<file path="config.mk">
export PLATFORM = sky130hd
export DESIGN_NAME = dmem_arbiter
export DESIGN_NICKNAME = d
export VERILOG_FILES = /design/src/rtl/dmem_arb_pkg.sv /design/src/rtl/dmem_arbiter_rd_tag_pipe.sv /design/src/rtl/dmem_arbiter.sv
export SDC_FILE = /design/constraint.sdc
export NUM_CORES = 1
export LEC_CHECK = 0
export ABC_AREA = 0
export ABC_CLOCK_PERIOD_IN_PS = 1400
export BUFFER_PORTS_ARGS = -buffer_cell sky130_fd_sc_hd__buf_2
export CAP_MARGIN = 15
export CORE_AREA = 2 2 122 124
export CTS_BUF_LIST = sky130_fd_sc_hd__clkbuf_4
export DETAILED_ROUTE_END_ITERATION = 8
export DIE_AREA = 0 0 124 126
export PLACE_DENSITY_LB_ADDON = 0.08
export REMOVE_ABC_BUFFERS = 1
export SETUP_SLACK_MARGIN = 0.5
export SLEW_MARGIN = 20
export SYNTH_ARGS = -nofsm -noshare
export SYNTH_HDL_FRONTEND = slang
export SYNTH_SLANG_ARGS = --single-unit
</file>
<file path="constraint.sdc">
create_clock -name clk -period 1.4 [get_ports clk]
set_input_delay 0.14 -clock clk [delete_from_list [all_inputs] [get_ports clk]]
set_output_delay 0.14 -clock clk [all_outputs]
set_load 0.005 [all_outputs]
</file>
<file path="src/rtl/dmem_arb_pkg.sv">
// Shared types and constants for the data-memory arbiter.
package dmem_arb_pkg;

    // Master indices; also the encoding of the "last granted" pointer.
    localparam logic MST_CPU = 1'b0;
    localparam logic MST_DBG = 1'b1;

    // ARB: per-cycle round robin.
    // LOCK: m1 has exclusive ownership.
    typedef enum logic {
        ARB  = 1'b0,
        LOCK = 1'b1
    } arb_state_t;

    // Tag carried alongside an outstanding read so its data can be steered back.
    typedef struct packed {
        logic valid;
        logic owner;
    } rd_tag_t;

endpackage

</file>
<file path="src/rtl/dmem_arbiter_rd_tag_pipe.sv">
// Fixed-depth shift register of read tags.
// It matches the memory read latency.
// Reset clears every stage at once, so in-flight reads are forgotten.
module rd_tag_pipe
    import dmem_arb_pkg::*;
#(
    parameter int DEPTH = 1
) (
    input  logic clk,
    input  logic reset,
    input  logic in_valid,
    input  logic in_owner,
    output logic out_valid,
    output logic out_owner
);

    rd_tag_t chain [DEPTH+1];
    rd_tag_t tag_out;

    assign chain[0] = '{valid: in_valid, owner: in_owner};

    genvar gi;
    generate
        for (gi = 0; gi < DEPTH; gi++) begin : g_stage
            rd_tag_t tag_q;
            rd_tag_t tag_d;

            // Each stage takes the tag from the stage in front of it.
            always_comb begin
                tag_d = chain[gi];
            end

            // Stage register; the asynchronous clear drops any outstanding read.
            always_ff @(posedge clk or posedge reset) begin
                if (reset) begin
                    tag_q <= '0;
                end else begin
                    tag_q <= tag_d;
                end
            end

            assign chain[gi+1] = tag_q;
        end
    endgenerate

    assign tag_out   = chain[DEPTH];
    assign out_valid = tag_out.valid;
    assign out_owner = tag_out.owner;

endmodule

</file>
<file path="src/rtl/dmem_arbiter.sv">
// Shares one synchronous data-memory port between the CPU (m0) and the debug
// loader (m1).
// Arbitration is round robin each cycle, and m1 can lock the port for bursts.
// Read data is steered back to whichever master issued the read.
module dmem_arbiter
    import dmem_arb_pkg::*;
#(
    parameter int AW         = 32,
    parameter int DW         = 32,
    parameter int RD_LATENCY = 1
) (
    input  logic              clk,
    input  logic              reset,

    input  logic              m0_req,
    input  logic [AW-1:0]     m0_addr,
    input  logic [DW-1:0]     m0_wdata,
    input  logic [DW/8-1:0]   m0_we,
    output logic              m0_gnt,
    output logic              m0_rvalid,
    output logic [DW-1:0]     m0_rdata,

    input  logic              m1_req,
    input  logic [AW-1:0]     m1_addr,
    input  logic [DW-1:0]     m1_wdata,
    input  logic [DW/8-1:0]   m1_we,
    input  logic              m1_lock,
    output logic              m1_gnt,
    output logic              m1_rvalid,
    output logic [DW-1:0]     m1_rdata,

    output logic              mem_en,
    output logic [AW-1:0]     mem_addr,
    output logic [DW-1:0]     mem_wdata,
    output logic [DW/8-1:0]   mem_we,
    input  logic [DW-1:0]     mem_rdata
);

    arb_state_t state_q;
    arb_state_t state_d;
    logic       last_q;
    logic       last_d;

    logic       tag_in_valid;
    logic       tag_out_valid;
    logic       tag_out_owner;

    // State and last-granted pointer. Reset sets last to m1 so m0 wins the first tie.
    always_ff @(posedge clk or posedge reset) begin
        if (reset) begin
            state_q <= ARB;
            last_q  <= MST_DBG;
        end else begin
            state_q <= state_d;
            last_q  <= last_d;
        end
    end

    // Grant decision and next state. Grants are combinational, so an access issues in its request cycle.
    always_comb begin
        state_d = state_q;
        last_d  = last_q;
        m0_gnt  = 1'b0;
        m1_gnt  = 1'b0;
        // Nothing is granted while reset is high.
        // This keeps the memory quiet during reset.
        if (!reset) begin
            case (state_q)
                ARB: begin
                    if (m0_req && m1_req) begin
                        if (last_q == MST_CPU) begin
                            m1_gnt = 1'b1;
                        end else begin
                            m0_gnt = 1'b1;
                        end
                    end else if (m0_req) begin
                        m0_gnt = 1'b1;
                    end else if (m1_req) begin
                        m1_gnt = 1'b1;
                    end
                    // Only an actual locked grant enters LOCK.
                    // A lock without a request does nothing.
                    if (m1_gnt && m1_lock) begin
                        state_d = LOCK;
                    end
                end
                LOCK: begin
                    m1_gnt = m1_req;
                end
                default: begin
                    state_d = ARB;
                end
            endcase

            if (m0_gnt) begin
                last_d = MST_CPU;
            end
            if (m1_gnt) begin
                last_d = MST_DBG;
            end

            // The lock release takes effect one cycle later.
            // Afterwards m0 gets the next tie.
            if (state_q == LOCK && !m1_lock) begin
                state_d = ARB;
                last_d  = MST_DBG;
            end
        end
    end

    // Request mux. When idle the bus is all zero, so the memory never sees stale enables.
    always_comb begin
        mem_en    = m0_gnt | m1_gnt;
        mem_addr  = '0;
        mem_wdata = '0;
        mem_we    = '0;
        if (m0_gnt) begin
            mem_addr  = m0_addr;
            mem_wdata = m0_wdata;
            mem_we    = m0_we;
        end else if (m1_gnt) begin
            mem_addr  = m1_addr;
            mem_wdata = m1_wdata;
            mem_we    = m1_we;
        end
    end

    // Tag each issued read with its owner.
    // Writes and idle cycles push an empty tag, which keeps returns one per cycle in order.
    assign tag_in_valid = mem_en && (mem_we == '0);

    rd_tag_pipe #(
        .DEPTH (RD_LATENCY)
    ) u_rd_tag_pipe (
        .clk       (clk),
        .reset     (reset),
        .in_valid  (tag_in_valid),
        .in_owner  (m1_gnt),
        .out_valid (tag_out_valid),
        .out_owner (tag_out_owner)
    );

    // Steer returning read data to its owner only.
    // Everyone else sees zero.
    always_comb begin
        m0_rvalid = tag_out_valid && (tag_out_owner == MST_CPU);
        m1_rvalid = tag_out_valid && (tag_out_owner == MST_DBG);
        m0_rdata  = '0;
        m1_rdata  = '0;
        if (m0_rvalid) begin
            m0_rdata = mem_rdata;
        end
        if (m1_rvalid) begin
            m1_rdata = mem_rdata;
        end
    end

endmodule

</file>
After elaboration in Yosys (flattened, before gate mapping)
Index checks and enable logic that the tools add are counted.
- register bits after elaboration: 4
- bits of input ports: 173
- output and inout port bits: 137
- logic and storage cells: 47
- multiplexer cells: 29
- bitwise operators: 4
- reduce and logical (&&, ||, !) cells: 10
- operator list (operator ; count):
    two-way mux 32 bit ; 6
    two-way mux 1 bit ; 20
    two-way mux 4 bit ; 2
    logical AND 1 bit ; 6
    zero test 4 bit ; 1
    inverter 1 bit ; 3
    nonzero test 3 bit ; 1
    case mux 1 bit (2 select lines) ; 1
    AND reduction 2 bit ; 1
    zero test 1 bit ; 1
    OR 1 bit ; 1

Longest topological paths before layout
- word-level depth: 12
- gate-level depth with buffers: 5
- gate-level depth less buffers: 3

By module
From an unflattened synthesis, not the netlist that was laid out.
- cells, all modules: 180
- area, all modules: 1381.3 um2
- by module, submodules not included (module ; times used ; cells an instance ; area each (um2) ; seq. area each (um2)):
    dmem_arbiter ; 1 ; 177 ; 1327.5 ; 51.3
    rd_tag_pipe ; 1 ; 3 ; 53.8 ; 50.0

Worst setup path after synthesis
Ideal clock, no wire load.
- kind: register to output
- from: reg last_q
- to: out mem_addr[23]
- arrival time: 1.279 ns
- slack: -0.019 ns
- cell stages (with the launch flop): 5
- buffers on the path: 1
- cell sequence: dfstp_2 > nor2b_1 > nor3_4 > buf_6 > a22o_1
- RTL lines (element ; RTL line ; source):
    start: declaration ; dmem_arbiter.sv:41 ; logic last_q;
    start signal: assignment ; dmem_arbiter.sv:55 ; last_q <= last_d;
    two-way mux 1 bit ; dmem_arbiter.sv:71 ; if (last_q == MST_CPU) begin
    two-way mux 1 bit ; dmem_arbiter.sv:70 ; if (m0_req && m1_req) begin
    two-way mux 1 bit ; dmem_arbiter.sv:68 ; case (state_q)
    two-way mux 1 bit (2 in a row) ; dmem_arbiter.sv:67 ; if (!reset) begin
    via m0_gnt ; dmem_arbiter.sv:19 ; output logic m0_gnt,
    two-way mux 32 bit ; dmem_arbiter.sv:117 ; if (m0_gnt) begin
    end: declaration ; dmem_arbiter.sv:33 ; output logic [AW-1:0] mem_addr,
The timed path passes the listed nets, and every way through them passes these cells. The select of a mux whose other input is x is not followed.

Worst setup path after layout
- from: reg last_q
- to: out mem_we[0]
- word-level cells in the longest chain between the ends: 9
- ends and longest elaborated chain (element ; RTL line ; source):
    two-way mux 1 bit ; dmem_arbiter.sv:71 ;
    two-way mux 1 bit ; dmem_arbiter.sv:70 ;
    two-way mux 1 bit ; dmem_arbiter.sv:68 ;
    two-way mux 1 bit ; dmem_arbiter.sv:67 ;
    case mux 1 bit (2 select lines) ; dmem_arbiter.sv:68 ;
    two-way mux 1 bit (2 in a row) ; dmem_arbiter.sv:67 ;
    two-way mux 4 bit ; dmem_arbiter.sv:121 ; end else if (m1_gnt) begin
    two-way mux 4 bit (*) ; dmem_arbiter.sv:117 ;
    end: declaration ; dmem_arbiter.sv:35 ; output logic [DW/8-1:0] mem_we,
Every way passes the cells marked *; elsewhere a longest branch is shown, timed or not. The select of a mux whose other input is x is not followed.

==> flow_results.org <==
** Timing
- Measured against its own limit, the worst slew margin works out to 0.792.
- Derived from the worst setup path, the maximum achievable clock frequency is 557 MHz.
- Final setup vio count :: 137
- Hold is met by 172 ps.
- After layout, the minimum clock period comes to 1800 ps.
- Worst Slack Setup Final :: -396 ps
- Across the routed clock network, the largest skew measured is 6.04 ps.
- Final Cycle Share :: 1.28
- Actual transition at the worst max-transition pin :: 310 ps
- The count of pins over their slew limit came to 0.
- The number of failing hold endpoints at the final stage is 0.
- Unrepaired setup endpoints after global routing :: yes

** Route
- In the final routed layout, each cell accounts on average for 18.5 µm.
- For this block, the via count after detailed routing is 2919.
- Count of unresolved DRC violations after routing :: 0
- The first detailed-routing pass ran for 4 iterations.
- Once detail routing completed, the nets flagged for antenna violations numbered 0.
- Avg Vias per Cell :: 4.19
- DR iter-0 viols :: 59
- For this block, the routed nets add up to 12.9 mm of wire.

** Finish
- Share of final-layout standard cells stronger than drive strength 1 :: 0.832
- For this run, the post-layout net count is 686.
- P&R area growth vs syn :: 216%
- Once layout is complete, the utilization of the core stands at 0.315.
- Antenna diode count :: 0

** Pwr
- VDD sags by at most 0.166 mV.
- The internal portion of the total power is 1090 µW.
- Total power for the finished layout comes to 1740 µW.
- PD cells :: 386 nW/µm²
- Switching Fraction :: 0.376
- The share of total power dissipated in sequential elements is 0.093.
- In this run the static leakage power is 0.00245 µW.
- The share of total power dissipated in combinational logic is 0.805.
- Sw power :: 654 µW
- Clock share of power :: 0.101

** Worst setup path
- Top Family by Delay on Critical Path :: flip-flops
- Crit path cell chain :: nand2_1 > o21a_4 > clkbuf_16 > a22o_1 > buf_2
- Critical path capture point type :: primary output
- Setup crit start kind :: flop
- Slowest library cell on the worst path :: dfstp_2
- CP Max Fanout :: 10
- The critical path in this run is classified as reg2out.
- Slowest cell delay on critical path :: 550 ps
- At the worst endpoint, the required time is 1260 ps.
- Crit path buffers/inverters :: 2
- Endpoint arrival time on the critical path :: 1660 ps

** Placed design
- Count of input and output buffers :: 309
- Placer congestion estimate :: 0.771
- After legalization and detailed placement, the total HPWL measured 8.44 mm.

** Floorplanning
- The die is 126 µm tall.
- The floorplan step set the die width to 124 µm.
- Initial Utilization :: 0.0998
- During I/O placement, the number of pins put on the boundary was 310.
- The die covers 15600 µm².
- Row generation in the floorplan step produced 44 rows.
- The core region is 14300 µm².

** Hold path
- Type of the worst min-delay path :: in2reg

** Run
- MaxCap Viol Count :: 0

** Clocking
- The cell sitting at the root of the clock tree is a clkbuf_4.
- TritonCTS built the clock tree.
- The longest clock path from root to sink contains 2 buffers.
- Level count of the clock H-tree :: 1
- Clock-pin slew was measured on the worst setup and hold paths at 30 ps.
- Clock insertion delay at the later pin of the skew report :: 240 ps
- Counting every sink on the clock net gives 4.
- Clock buffers created by TritonCTS :: 3

** Yosys
- Fraction of synthesized cell area taken by the top area cell type :: 0.423
- The netlist uses 18 different library cells.
- Synthesized cell area :: 1430 µm²
- The synthesized design contains 4 register bits.
- The share of the Yosys chip area taken by registers is 0.0709.
- Mean instance size in the synthesized netlist :: 7.94 µm²
- The synthesized design spends more area on one cell type than any other, namely a22o_1.
- Mapped Cells :: 180
- Number of synthesis warnings :: 0
- Cell types with the largest area share after synthesis :: a22o_1 (42%), and2_1 (14%), and3_1 (14%)

** Global routing
- Met3 usage :: 0.0326
- The initial antenna violation count is 0.
- Entering global routing, the biggest net connects 34 pins.
- In the global route stage, met2 resource usage came out at 0.300.
- Across every metal layer, demand over resource in global routing totals 0.132.
- After global routing, the most crowded layer is met2.
- Total overflow reported by the global router :: 0
- The number of global-route vias before repair was 2743.
- For this run, global-route usage on met1 was measured as 0.104.
- The first global-routing pass estimated 15.3 mm of wire.

** Outcome
- The flow ran to the end, but the final reports show violations.
- The checks that failed: setup timing.
## synth_stat cells
cell / number
and3_1: 32
nand2_1: 1
o22a_1: 2
nand2b_1: 1
nor2b_1: 3
o21a_1: 1
nor2_1: 2
clkbuf_1: 8
and2_1: 33
nor3_4: 1
a22o_1: 69
nor4_1: 2
buf_2: 1
inv_1: 2
buf_6: 15
a21oi_1: 3
dfrtp_1: 3
dfstp_2: 1
## sequential cells by signal, indices dropped and copies added (netlist names)
register / cells
last_q: 1
state_q: 1
u_rd_tag_pipe.out_owner: 1
u_rd_tag_pipe.out_valid: 1
## per-stage QoR
stage / cells / area (µm²) / TNS (ps) / setup WS [ps]
after floorplan: 156 / 1220 / -82750 / -968
after global placement: 661 / 3130 / -8920 / -178
after detailed placement: 661 / 3130 / -10070 / -192
after CTS: 687 / 3940 / -31880 / -394
after global routing: 696 / 4510 / -39910 / -488
final: 696 / 4510 / -31140 / -396
## routing by layer
| layer | wire length, µm | share of wire | vias to the layer above |
|---|---|---|---|
| met5 | 0 | 0 | - |
| met3 | 1270 | 0.098 | 15 |
| met4 | 262 | 0.020 | 0 |
| li1 | - | - | 1373 |
| met2 | 7490 | 0.58 | 203 |
| met1 | 3860 | 0.30 | 1328 |
## timing repair
item	CTS	global route
endpoints found under the hold margin	3	0
hold buffers	2	0
pin swaps	29	12
resized for setup	94	79
endpoints found under the setup margin	141	141
buffers inserted	9	2
cloned	11	7
## cell type report
type / count / area [µm²]
clock buffers: 4 / 30.0
fillers: 1501 / 9800
repair buffers: 352 / 2750
multi-input cells: 150 / 1390
well taps: 184 / 230
inverters: 2 / 7.51
flip-flops and latches: 4 / 101
## final timing paths
kind,from,end,slack (ps),cells past startpoint
min in group asynchronous,reset,u_rd_tag_pipe.out_valid,380,3
max reg2reg,last_q,u_rd_tag_pipe.out_valid,-50,4
min reg2reg,last_q,last_q,540,1
max in group asynchronous,reset,state_q,860,3
min,m1_lock,state_q,170,3
max,last_q,mem_we[0],-400,5
## power by group through the flow
| stage | Sequential, µW | Combinational (µW) | Clock (µW) |
|---|---|---|---|
| after floorplan | 170 | 371 | 0 |
| after global placement | 158 | 1010 | 0 |
| after detailed placement | 159 | 1010 | 0 |
| after CTS | 162 | 1280 | 185 |
| after global routing | 164 | 1500 | 202 |
| final | 163 | 1400 | 176 |
## cells by family after synthesis
kind of cell    share of synthesized area
simple gates                        0.330
compound gates                      0.451
buf+inv                             0.148
flops                              0.0709
## worst min-delay path: cells and delay by family
| kind | cells | cell delay, ps |
|---|---|---|
| AND/OR/NAND/NOR | 2 | 130 |
| buffers and inverters | 1 | 90 |
## placed cells by master (no fill, tap or decap)
cell type	synthesis	routed
nor2b_2	0	1
dfstp_2	1	1
buf_4	0	4
nor2b_1	3	1
clkbuf_16	0	5
buf_2	1	243
a21oi_2	0	2
and2_1	33	1
a21oi_1	3	1
nand2b_4	0	1
nor3_4	1	1
o21a_4	0	1
buf_8	0	2
clkbuf_4	0	4
nor2b_4	0	1
nand2_1	1	1
a22o_1	69	69
and2_4	0	32
buf_12	0	8
and3_4	0	32
o22a_1	2	2
inv_1	2	2
dlygate4sd3_1	0	2
nor2_1	2	2
nor4_1	2	2
buf_16	0	11
buf_6	15	77
dfrtp_1	3	3
Note: power is estimated with default switching activity, not from simulation.
